$ cat config.mk
export PLATFORM = sky130hd
export DESIGN_NAME = vec_dot_sequencer
export DESIGN_NICKNAME = d
export VERILOG_FILES = /design/src/rtl/vec_dot_sequencer.sv
export SDC_FILE = /design/constraint.sdc
export NUM_CORES = 1
export LEC_CHECK = 0
export ABC_AREA = 1
export CORE_AREA = 2 2 154 96
export DETAILED_ROUTE_END_ITERATION = 10
export DIE_AREA = 0 0 156 98
export PLACE_DENSITY = 0.86
export SLEW_MARGIN = 40
export SYNTH_ARGS = -nofsm -noshare
export SYNTH_HDL_FRONTEND = slang
export SYNTH_SLANG_ARGS = --single-unit
$ cat constraint.sdc
create_clock -name clk -period 5.25 [get_ports clk]
set_input_delay 0.525 -clock clk [delete_from_list [all_inputs] [get_ports clk]]
set_output_delay 0.525 -clock clk [all_outputs]
set_load 0.005 [all_outputs]
$ cat src/rtl/vec_dot_sequencer.sv
// Sequences a shared radix-4 Booth multiplier over two streamed signed vectors and
// accumulates the returned products into a signed dot product with a valid/ready result port.
module vec_dot_sequencer #(
    parameter int MULT_W = 16,
    parameter int PROD_W = 2 * MULT_W,
    parameter int LEN_W  = 8,
    parameter int ACC_W  = PROD_W + LEN_W
) (
    input  logic                     clk,
    input  logic                     rst_n,
    input  logic                     start_i,
    input  logic [LEN_W-1:0]         vec_len_i,
    output logic                     busy_o,
    input  logic                     op_valid_i,
    output logic                     op_ready_o,
    input  logic [MULT_W-1:0]        op_a_i,
    input  logic [MULT_W-1:0]        op_b_i,
    output logic                     mul_valid_o,
    output logic [MULT_W-1:0]        mul_a_o,
    output logic [MULT_W-1:0]        mul_b_o,
    input  logic                     mul_prod_valid_i,
    input  logic [PROD_W-1:0]        mul_prod_i,
    output logic                     acc_valid_o,
    input  logic                     acc_ready_i,
    output logic signed [ACC_W-1:0]  acc_o,
    output logic                     err_o
);

    typedef enum logic [1:0] {
        IDLE,
        ISSUE,
        DRAIN,
        DONE
    } state_t;

    state_t             state;
    logic [LEN_W-1:0]   len;
    logic [LEN_W-1:0]   issue_cnt;
    logic [LEN_W-1:0]   recv_cnt;

    logic signed [ACC_W-1:0] prod_ext;
    logic                    handshake;
    logic                    accept_prod;

    assign prod_ext    = {{(ACC_W - PROD_W){mul_prod_i[PROD_W-1]}}, mul_prod_i};
    assign handshake   = op_valid_i && op_ready_o;
    assign accept_prod = mul_prod_valid_i && (state == ISSUE || state == DRAIN) && (recv_cnt != len);

    // The multiplier cannot be stalled, so products are absorbed (or flagged) in every state,
    // independently of where the issue side of the FSM currently is.
    always_ff @(posedge clk or negedge rst_n) begin
        if (!rst_n) begin
            state       <= IDLE;
            len         <= '0;
            issue_cnt   <= '0;
            recv_cnt    <= '0;
            busy_o      <= 1'b0;
            op_ready_o  <= 1'b0;
            mul_valid_o <= 1'b0;
            mul_a_o     <= '0;
            mul_b_o     <= '0;
            acc_valid_o <= 1'b0;
            acc_o       <= '0;
            err_o       <= 1'b0;
        end else begin
            mul_valid_o <= 1'b0;

            if (accept_prod) begin
                acc_o    <= acc_o + prod_ext;
                recv_cnt <= recv_cnt + LEN_W'(1);
            end else if (mul_prod_valid_i) begin
                err_o <= 1'b1;
            end

            case (state)
                IDLE: begin
                    if (start_i) begin
                        len       <= vec_len_i;
                        acc_o     <= '0;
                        issue_cnt <= '0;
                        recv_cnt  <= '0;
                        busy_o    <= 1'b1;
                        // A stray product in the start cycle still counts as an error.
                        if (!mul_prod_valid_i) begin
                            err_o <= 1'b0;
                        end
                        if (vec_len_i != '0) begin
                            state      <= ISSUE;
                            op_ready_o <= 1'b1;
                        end else begin
                            state       <= DONE;
                            acc_valid_o <= 1'b1;
                        end
                    end
                end
                ISSUE: begin
                    if (handshake) begin
                        mul_valid_o <= 1'b1;
                        mul_a_o     <= op_a_i;
                        mul_b_o     <= op_b_i;
                        issue_cnt   <= issue_cnt + LEN_W'(1);
                        if (issue_cnt == len - LEN_W'(1)) begin
                            op_ready_o <= 1'b0;
                            state      <= DRAIN;
                        end
                    end
                end
                DRAIN: begin
                    if (recv_cnt == len) begin
                        state       <= DONE;
                        acc_valid_o <= 1'b1;
                    end
                end
                DONE: begin
                    if (acc_ready_i) begin
                        state       <= IDLE;
                        acc_valid_o <= 1'b0;
                        busy_o      <= 1'b0;
                    end
                end
                default: state <= IDLE;
            endcase
        end
    end

endmodule

Word level (Yosys, flattened, before mapping)
Index checks and enable logic that the tools add are counted.
Cells by class
  equality and inequality tests: 13
  add/sub/neg operators: 4
  multiplexer cells: 35
  reduce and logical (&&, ||, !) cells: 16
Operators by type and width (count)
  $mux 40: 3
  $add 40x32->40: 1
  $mux 8: 5
  $add 8x1->8 const B: 2
  $eq 8x8->1: 2
  $mux 1: 16
  $pmux 8 s2: 1
  $reduce_and 5->1: 3
  $mux 2: 6
  $ne 2x2->1 const B: 5
  $ne 8x8->1: 1
  $pmux 2 s4: 1
  $reduce_bool 8->1: 1
  $sub 8x1->8 const B: 1
  $reduce_and 3->1: 2
  $eq 2x2->1 const B: 2
  $ne 2x1->1 const B: 2
  $pmux 1 s2: 2
  $reduce_and 2->1: 2
  $reduce_bool 2->1: 2
  $logic_and 1x1->1: 3
  $pmux 1 s3: 1
  $reduce_bool 3->1: 1
  $eq 2x1->1 const B: 1
  other kinds (2): 2
Word-level totals
  register bits: 103
  output and inout bits: 77
  word-level logic and storage cells: 80

Depth between registers and ports, before layout
Gate-level depths: netlist (run 1).
  word-level depth: 8
  mapped depth: 15

Worst setup path after synthesis (run 1)
No wires, ideal clock.
  path kind: input-to-reg
  from: input mul_prod_i[0]
  to: register acc_o[32]
  data required time: 5.137 ns
  setup slack: 3.157 ns
  arrival time: 1.980 ns
  cell stages on the path: 14
  library setup time: 0.113 ns
  path buffers: 0
  cell sequence: ha_1 > fa_1 > nand3_1 > nand3_1 > nand2_1 > nand3_1 > nand2_1 > nand2_1 > nand2_1 > nand2_1 > nand2_1 > nand3_1 > nand2_1 > inv_1
On the way
  cells in the longest elaborated chain, start to end: 4
Ends and longest elaborated chain
  from (decl): RTL line 22  | input logic [PROD_W-1:0] mul_prod_i,
  $add 40x32->40 (*): RTL line 69  | acc_o <= acc_o + prod_ext;
  $mux 40 (*): RTL line 68  | if (accept_prod) begin
  $mux 40: RTL line 77  | if (start_i) begin
  $mux 40 (*): RTL line 75  | case (state)
  to (signal assigned): RTL line 69
  to (decl): RTL line 25  | output logic signed [ACC_W-1:0] acc_o,
Every way passes the cells marked *; elsewhere a longest branch is shown, timed or not.
A chain may end at the register's enable or synchronous reset.

Worst setup path after layout (run 1)
  from: register state[0]
  to: register acc_o[15]
On the way
  cells in the longest elaborated chain, start to end: 7
  elaborated cells between the ends (all ways): 9
  classes of those cells: eq/ne (2); mux (3); reduce/logical (4)
Ends and longest elaborated chain
  from (decl): RTL line 36  | state_t state;
  from (signal assigned): RTL line 53  | state <= IDLE;
  from (signal assigned): RTL line 88  | state <= ISSUE;
  from (signal assigned): RTL line 91  | state <= DONE;
  $eq 2x1->1 / $eq 2x2->1 (equally long branches): RTL line 47  | assign accept_prod = mul_prod_valid_i && (state == ISSUE || state == DRAIN) && (recv_cnt != len);
  $logic_or 1x1->1: RTL line 47
  $logic_and 1x1->1 (2 in a row): RTL line 47
  $mux 40: RTL line 68
  $mux 40: RTL line 77
  $mux 40 (*): RTL line 75
Marks and branches as above.

==> results_dict.tcl, run 1 <==
set metrics [dict create \
    cp.arrival_ns 2.98 \
    status "complete, no violations" \
    setup_total_negative_slack_ns 0 \
    routed_via_density 5.20 \
    antenna_found_initial 0 \
    grt_pass1_vias 7293 \
    power_density_nw_per_um2 574 \
    fin_cells 1541 \
    via_count 8015 \
    cp.required_ns 5.55 \
    die_h_um 98 \
    core_um2 14000 \
    seq_area_frac_synth 0.334 \
    reg2regPathDepth 11 \
    io_pins 155 \
    worst_slack_ns 2.56 \
    cts_made_buffers 9 \
    period_needed_ns 2.69 \
    drtIter0Drc 891 \
    reg2reg_from "state[0]" \
    leakagePower_nw 5.26 \
    yosysTopAreaCellShare 0.334 \
    r2r_setup_slack_ns 2.56 \
    tightestPinTransition_ns 0.704 \
    path_class "register to register" \
    routed_wl_mm 21.8 \
    hold_viol 0 \
    n_fill_cell 1223 \
    syn_avg_cell_area_um2 6.38 \
    grt_first_pass_wirelength_mm 36.0 \
    path_max_fanout 41 \
    grt_max_degree 75 \
    initial_core_util 0.551 \
    relSlewSlack 0.530 \
    synth_area_leaders "dfrtp_1, nand2_1, inv_1" \
    netlist_instances 1209 \
    cts-root-buf "clkbuf_16" \
    dieArea_um2 15300 \
    synth_edf_count 0 \
    rows 34 \
    skew_ns 0.0110 \
    synthArstFlopShare 1.00 \
    fmax_mhz 372 \
    post-route-period-util 0.512 \
    synth_nets 1334 \
    synth.most_common_cell "nand2_1" \
    hp-class "input pin to asynchronous set/reset pin" \
    postCtsHoldBufs 0 \
    irDropWorstVdd_mv 0.344 \
    dp_cells 1525 \
    dp_hpwl_mm 17.1 \
    synth_top_area_cell "dfrtp_1" \
    drive_gt1_frac 0.0323 \
    finalMaxSlewViolations 0 \
    grt_setup_unrepaired "false" \
    port_buffers 154 \
    syn_area_um2 7710 \
    wl_per_cell_um 14.2 \
    cts_tree "done" \
    synthToLayoutAreaGrowth_pct 25.9 \
    grt_util_all_layers 0.292 \
    h-tree-depth 3 \
    ys_types 31 \
    cp-end-kind "register" \
    post-place-ws_ns 2.36 \
    clock_latency_ns 0.36 \
    cts_setup_buffers 0 \
    dr.pass1.iters 6 \
    critPathLaunchType "register" \
    path_clk_slew_ns 0.08 \
    diodes 0 \
    ctsResizeCount 0 \
    r2r-end "acc_o[15]" \
    grt.overflow.total 0 \
    yosys_warnings 0 \
    yosys-top-cells-count "nand2_1, inv_1, nor2_1" \
    synth_seq_cells 103 \
    die_w_um 156 \
    layout.nets 1481 \
    setup_viol 0 \
    synth_ff_type "dfrtp_1" \
    ant_nets 0 \
    drcViolationCount 0 \
    clockBufferDepth 2 \
    cts.sinks 103 \
    cap_violations 0 \
    holdWs_ns 0.0987 \
    routabilityCongestion 1.01 \
]
[cell usage in the layout, fill, tap and decap left out, drive strengths merged]
master         synthesis  routed
nand3b                 1       1
nor2                 162     162
nor3                  15      15
buf                    9       5
nand2                432     432
nand3                 68      68
fa                     1       1
xor2                  20      20
o211ai                 1       1
nor4                   1       1
ha                    46      46
clkbuf                13       9
clkdlybuf4s50          0     153
or2                    7       7
o21ai                 57      57
inv                  193     197
o21bai                 3       3
a21oi                 60      60
dfrtp                103     103
and2                   1       1
clkinv                 0       2
nand4                  4       4
xnor2                 12      12
bufinv                 0       1
[critical path, cell delays in order (launching register included)]
cell and delay, ns:
dfrtp_1 0.42, inv_1 0.09, ha_1 0.33, nand2_1 0.06, inv_1 0.09, nand2_4 0.16, inv_2 0.56, buf_4 0.52
nor2_1 0.09, nor2_1 0.12, o21ai_0 0.11, inv_1 0.06
[metal layers]
metal  routed length [um]  track usage  vias up  share of wire
met3                 2030       0.0555       27          0.093
li1                     -            -     4012              -
met5                    0            0        -              0
met4                  172       0.0430        0         0.0079
met1                10600        0.459     3639           0.48
met2                 9070        0.426      337           0.42
[power breakdown]
part           internal [W]  switching [W]  total, W
clock              0.000386       0.000346  0.000732
combinational       0.00142        0.00198   0.00340
sequential          0.00114       0.000305   0.00144
[layout make-up]
cell class,count,area (um^2),share of cell area
clock buffers,9,225,0.0232
clock inverters,7,95.1,0.00979
inverters,193,724,0.0746
multi-input cells,891,4300,0.442
flip-flops and latches,103,2580,0.265
well taps,180,225,0.0232
repair buffers,158,1570,0.162
[kinds of logic after synthesis]
logic type | after synthesis | share of synthesized area
adders and majority gates | 47 | 0.0772
xor gates and xnor gates | 32 | 0.0363
AOI/OAI and AO/OA | 121 | 0.0814
and+or+nand+nor | 691 | 0.362
buffers and inverters | 215 | 0.109
DFF | 103 | 0.334
[state kept, by name, summed over array words and instances (netlist names)]
name and flops:
acc_o 40, mul_b_o 16, op_ready_o 1, mul_a_o 16, err_o 1, acc_valid_o 1
len 8, recv_cnt 8, mul_valid_o 1, issue_cnt 8, busy_o 1, state 2
[per-stage QoR]
| step | util | instance area (um^2) | total power, W |
|---|---|---|---|
| global placement | 0.671 | 9390 | 0.00471 |
| CTS | 0.694 | 9720 | 0.00555 |
| finish | 0.694 | 9720 | 0.00558 |
| floorplan | - | 7710 | 0.00356 |
| global route | 0.694 | 9720 | 0.00610 |
| detailed placement | 0.671 | 9400 | 0.00478 |
[worst max-delay path by stage]
stage                        startpoint         to  depth (start not counted)
after floorplan           mul_prod_i[0]  acc_o[32]                         14
after global placement    mul_prod_i[0]  acc_o[32]                         15
after detailed placement  mul_prod_i[0]  acc_o[32]                         15
after CTS                      state[0]  acc_o[15]                         11
after global routing           state[0]  acc_o[15]                         11
final                          state[0]  acc_o[15]                         11
Note: power is estimated with default switching activity, not from simulation.
==> run 2, diff against run 1 <==
--- a/config.mk
+++ b/config.mk
@@ -6,10 +6,10 @@
 export NUM_CORES = 1
 export LEC_CHECK = 0
 export ABC_AREA = 1
-export CORE_AREA = 2 2 154 96
+export CORE_AREA = 2 2 159 99
 export DETAILED_ROUTE_END_ITERATION = 10
-export DIE_AREA = 0 0 156 98
-export PLACE_DENSITY = 0.86
+export DIE_AREA = 0 0 161 101
+export PLACE_DENSITY = 0.81
 export SLEW_MARGIN = 40
 export SYNTH_ARGS = -nofsm -noshare
 export SYNTH_HDL_FRONTEND = slang
==> constraint.sdc (replaced) <==
create_clock -name clk -period 2.6 [get_ports clk]
set_input_delay 0.26 -clock clk [delete_from_list [all_inputs] [get_ports clk]]
set_output_delay 0.26 -clock clk [all_outputs]
set_load 0.005 [all_outputs]
==> results_dict.tcl, run 2 (same netlist as run 1, synthesis figures left out) <==
set metrics [dict create \
    fin_cells 1592 \
    path_clk_slew_ns 0.08 \
    core_um2 14900 \
    route.met3.wl_mm 2.33 \
    crit_buf_inv 1 \
    fmax_mhz 421 \
    r2r-end "acc_o[39]" \
    seqPwrFrac 0.252 \
    grt_first_pass_wirelength_mm 36.7 \
    routed_via_density 5.02 \
    cp.required_ns 2.86 \
    die_w_um 161 \
    cp_common_cell "nand2_1" \
    finalMaxSlewViolations 0 \
    drtIter0Drc 869 \
    top_regs "acc_o (40), mul_a_o (16), mul_b_o (16)" \
    rows 35 \
    p_int_w 0.00610 \
    setup_viol 0 \
    cp.arrival_ns 2.63 \
    initial_core_util 0.518 \
    wl_per_cell_um 14.3 \
    grt_setup_unrepaired "false" \
    dpl_cell_area_um2 9670 \
    r2r_setup_slack_ns 0.22 \
    layout.nets 1509 \
    dp_hpwl_mm 18.1 \
    diodes 0 \
    drcViolationCount 0 \
    dp_cells 1575 \
    ant_nets 0 \
    m1WireLength_mm 11.5 \
    cts_setup_buffers 0 \
    final_cell_mix "nand2_1, inv_1, nor2_1" \
    post-route-period-util 0.914 \
    setup_total_negative_slack_ns 0 \
    tightestPinTransition_ns 0.545 \
    port_buffers 154 \
    dieArea_um2 16300 \
    synthToLayoutAreaGrowth_pct 29.4 \
    reg2reg_from "acc_o[10]" \
    crit_chain "ha_1 > nand2_1 > nor2_1 > nand2_1 > nor2_1 > nand2_1 > nand3_1 > nand2_1 > nand3_1 > nand3_1 > nand2_1 > inv_1" \
    relSlewSlack 0.633 \
    dr.pass1.iters 5 \
    power.share.combinational 0.630 \
    routabilityCongestion 1.01 \
    h-tree-depth 3 \
    clockBufferDepth 2 \
    n_fill_cell 1350 \
    grt_max_degree 38 \
    clock_power_share 0.118 \
    critPathLaunchType "register" \
    grt_pass1_vias 7184 \
    hold_viol 0 \
    largest_register_ffs 40 \
    antenna_found_initial 0 \
    status "complete, no violations" \
    io_pins 155 \
    skew_ns 0.00971 \
    cts_made_buffers 9 \
    post-route-cell-area_um2 9980 \
    hp-class "input pin to asynchronous set/reset pin" \
    cp_slowest_cell "dfrtp_1" \
    period_needed_ns 2.38 \
    leakagePower_nw 5.40 \
    cts_tree "done" \
    sw_frac_of_total 0.471 \
    path_class "register to register" \
    die_h_um 101 \
    routed_wl_mm 22.8 \
    top_layer "met4" \
    switchingPower_w 0.00544 \
    cp-end-kind "register" \
    cap_violations 0 \
    cpPeakStageDelay_ns 0.44 \
    power_density_nw_per_um2 1160 \
    reg2regPathDepth 12 \
    irDropWorstVdd_mv 0.743 \
    cts.sinks 103 \
    wl_met2_mm 8.90 \
    path_max_fanout 5 \
    critPathTopFamily "simple AND/OR/NAND/NOR gates" \
    clock_latency_ns 0.36 \
    via_count 7997 \
    layout_commonest_cell "nand2_1" \
    regMostFlops "acc_o" \
    drive_gt1_frac 0.0497 \
    grt.overflow.total 0 \
    cts-root-buf "clkbuf_16" \
    grt_util_all_layers 0.285 \
]
==> run 2: changes by cell type in the layout (fill, tap and decap cells not counted), moves of 2 or more <==
cell and change:
buf_12 +4, buf_4 +24, inv_1 +2, inv_2 -2
==> run 2: worst max path at each step <==
| stage | startpoint | to | cells past startpoint |
|---|---|---|---|
| 2_1_floorplan | acc_o[0] | acc_o[32] | 14 |
| 3_3_place_gp | mul_prod_i[0] | acc_o[30] | 15 |
| 3_5_place_dp | mul_prod_i[0] | acc_o[12] | 11 |
| 4_1_cts | acc_o[0] | acc_o[30] | 14 |
| 5_1_grt | acc_o[0] | acc_o[30] | 14 |
| 6_report | acc_o[10] | acc_o[39] | 12 |
==> run 2: cell type report <==
class,instances,area [um^2],share of cell area
Tap cell,203,254,0.0254
Multi-Input combinational cell,891,4300,0.431
Clock buffer,10,229,0.0229
Clock inverter,6,62.6,0.00627
Inverter,193,724,0.0726
Timing Repair Buffer,186,1830,0.184
Sequential cell,103,2580,0.258
==> run 2: metal layers <==
layer  track usage  vias to the layer above
li1              -                     4058
met1         0.452                     3580
met2         0.390                      349
met3        0.0732                       10
met4        0.0391                        0
met5             0                        -
==> run 2: power by group through the flow <==
| stage | Combinational [W] | Sequential, W | Clock (W) |
|---|---|---|---|
| 2_1_floorplan | 0.00437 | 0.00283 | 0 |
| 3_3_place_gp | 0.00703 | 0.00291 | 0 |
| 3_5_place_dp | 0.00712 | 0.00292 | 0 |
| 4_1_cts | 0.00717 | 0.00290 | 0.00140 |
| 5_1_grt | 0.00814 | 0.00300 | 0.00146 |
| 6_report | 0.00727 | 0.00291 | 0.00136 |
==> run 2: repair_timing <==
| item | 4_1_cts | 5_1_grt |
|---|---|---|
| endpoints found under the setup margin | 0 | 1 |
| hold endpoints to repair | 33 | 0 |
| hold buffers | 1 | 0 |
| resized for setup | 0 | 1 |
==> run 2: through the flow <==
step                hold WS (ns)   util  setup slack (ns)  power, W
global route               0.440  0.670           0.00794    0.0126
CTS                        0.421  0.670             0.288    0.0115
floorplan                -0.0356      -             0.646   0.00720
global placement           0.277  0.650            0.0373   0.00994
detailed placement         0.278  0.650           -0.0128    0.0100
finish                     0.428  0.670             0.224    0.0115
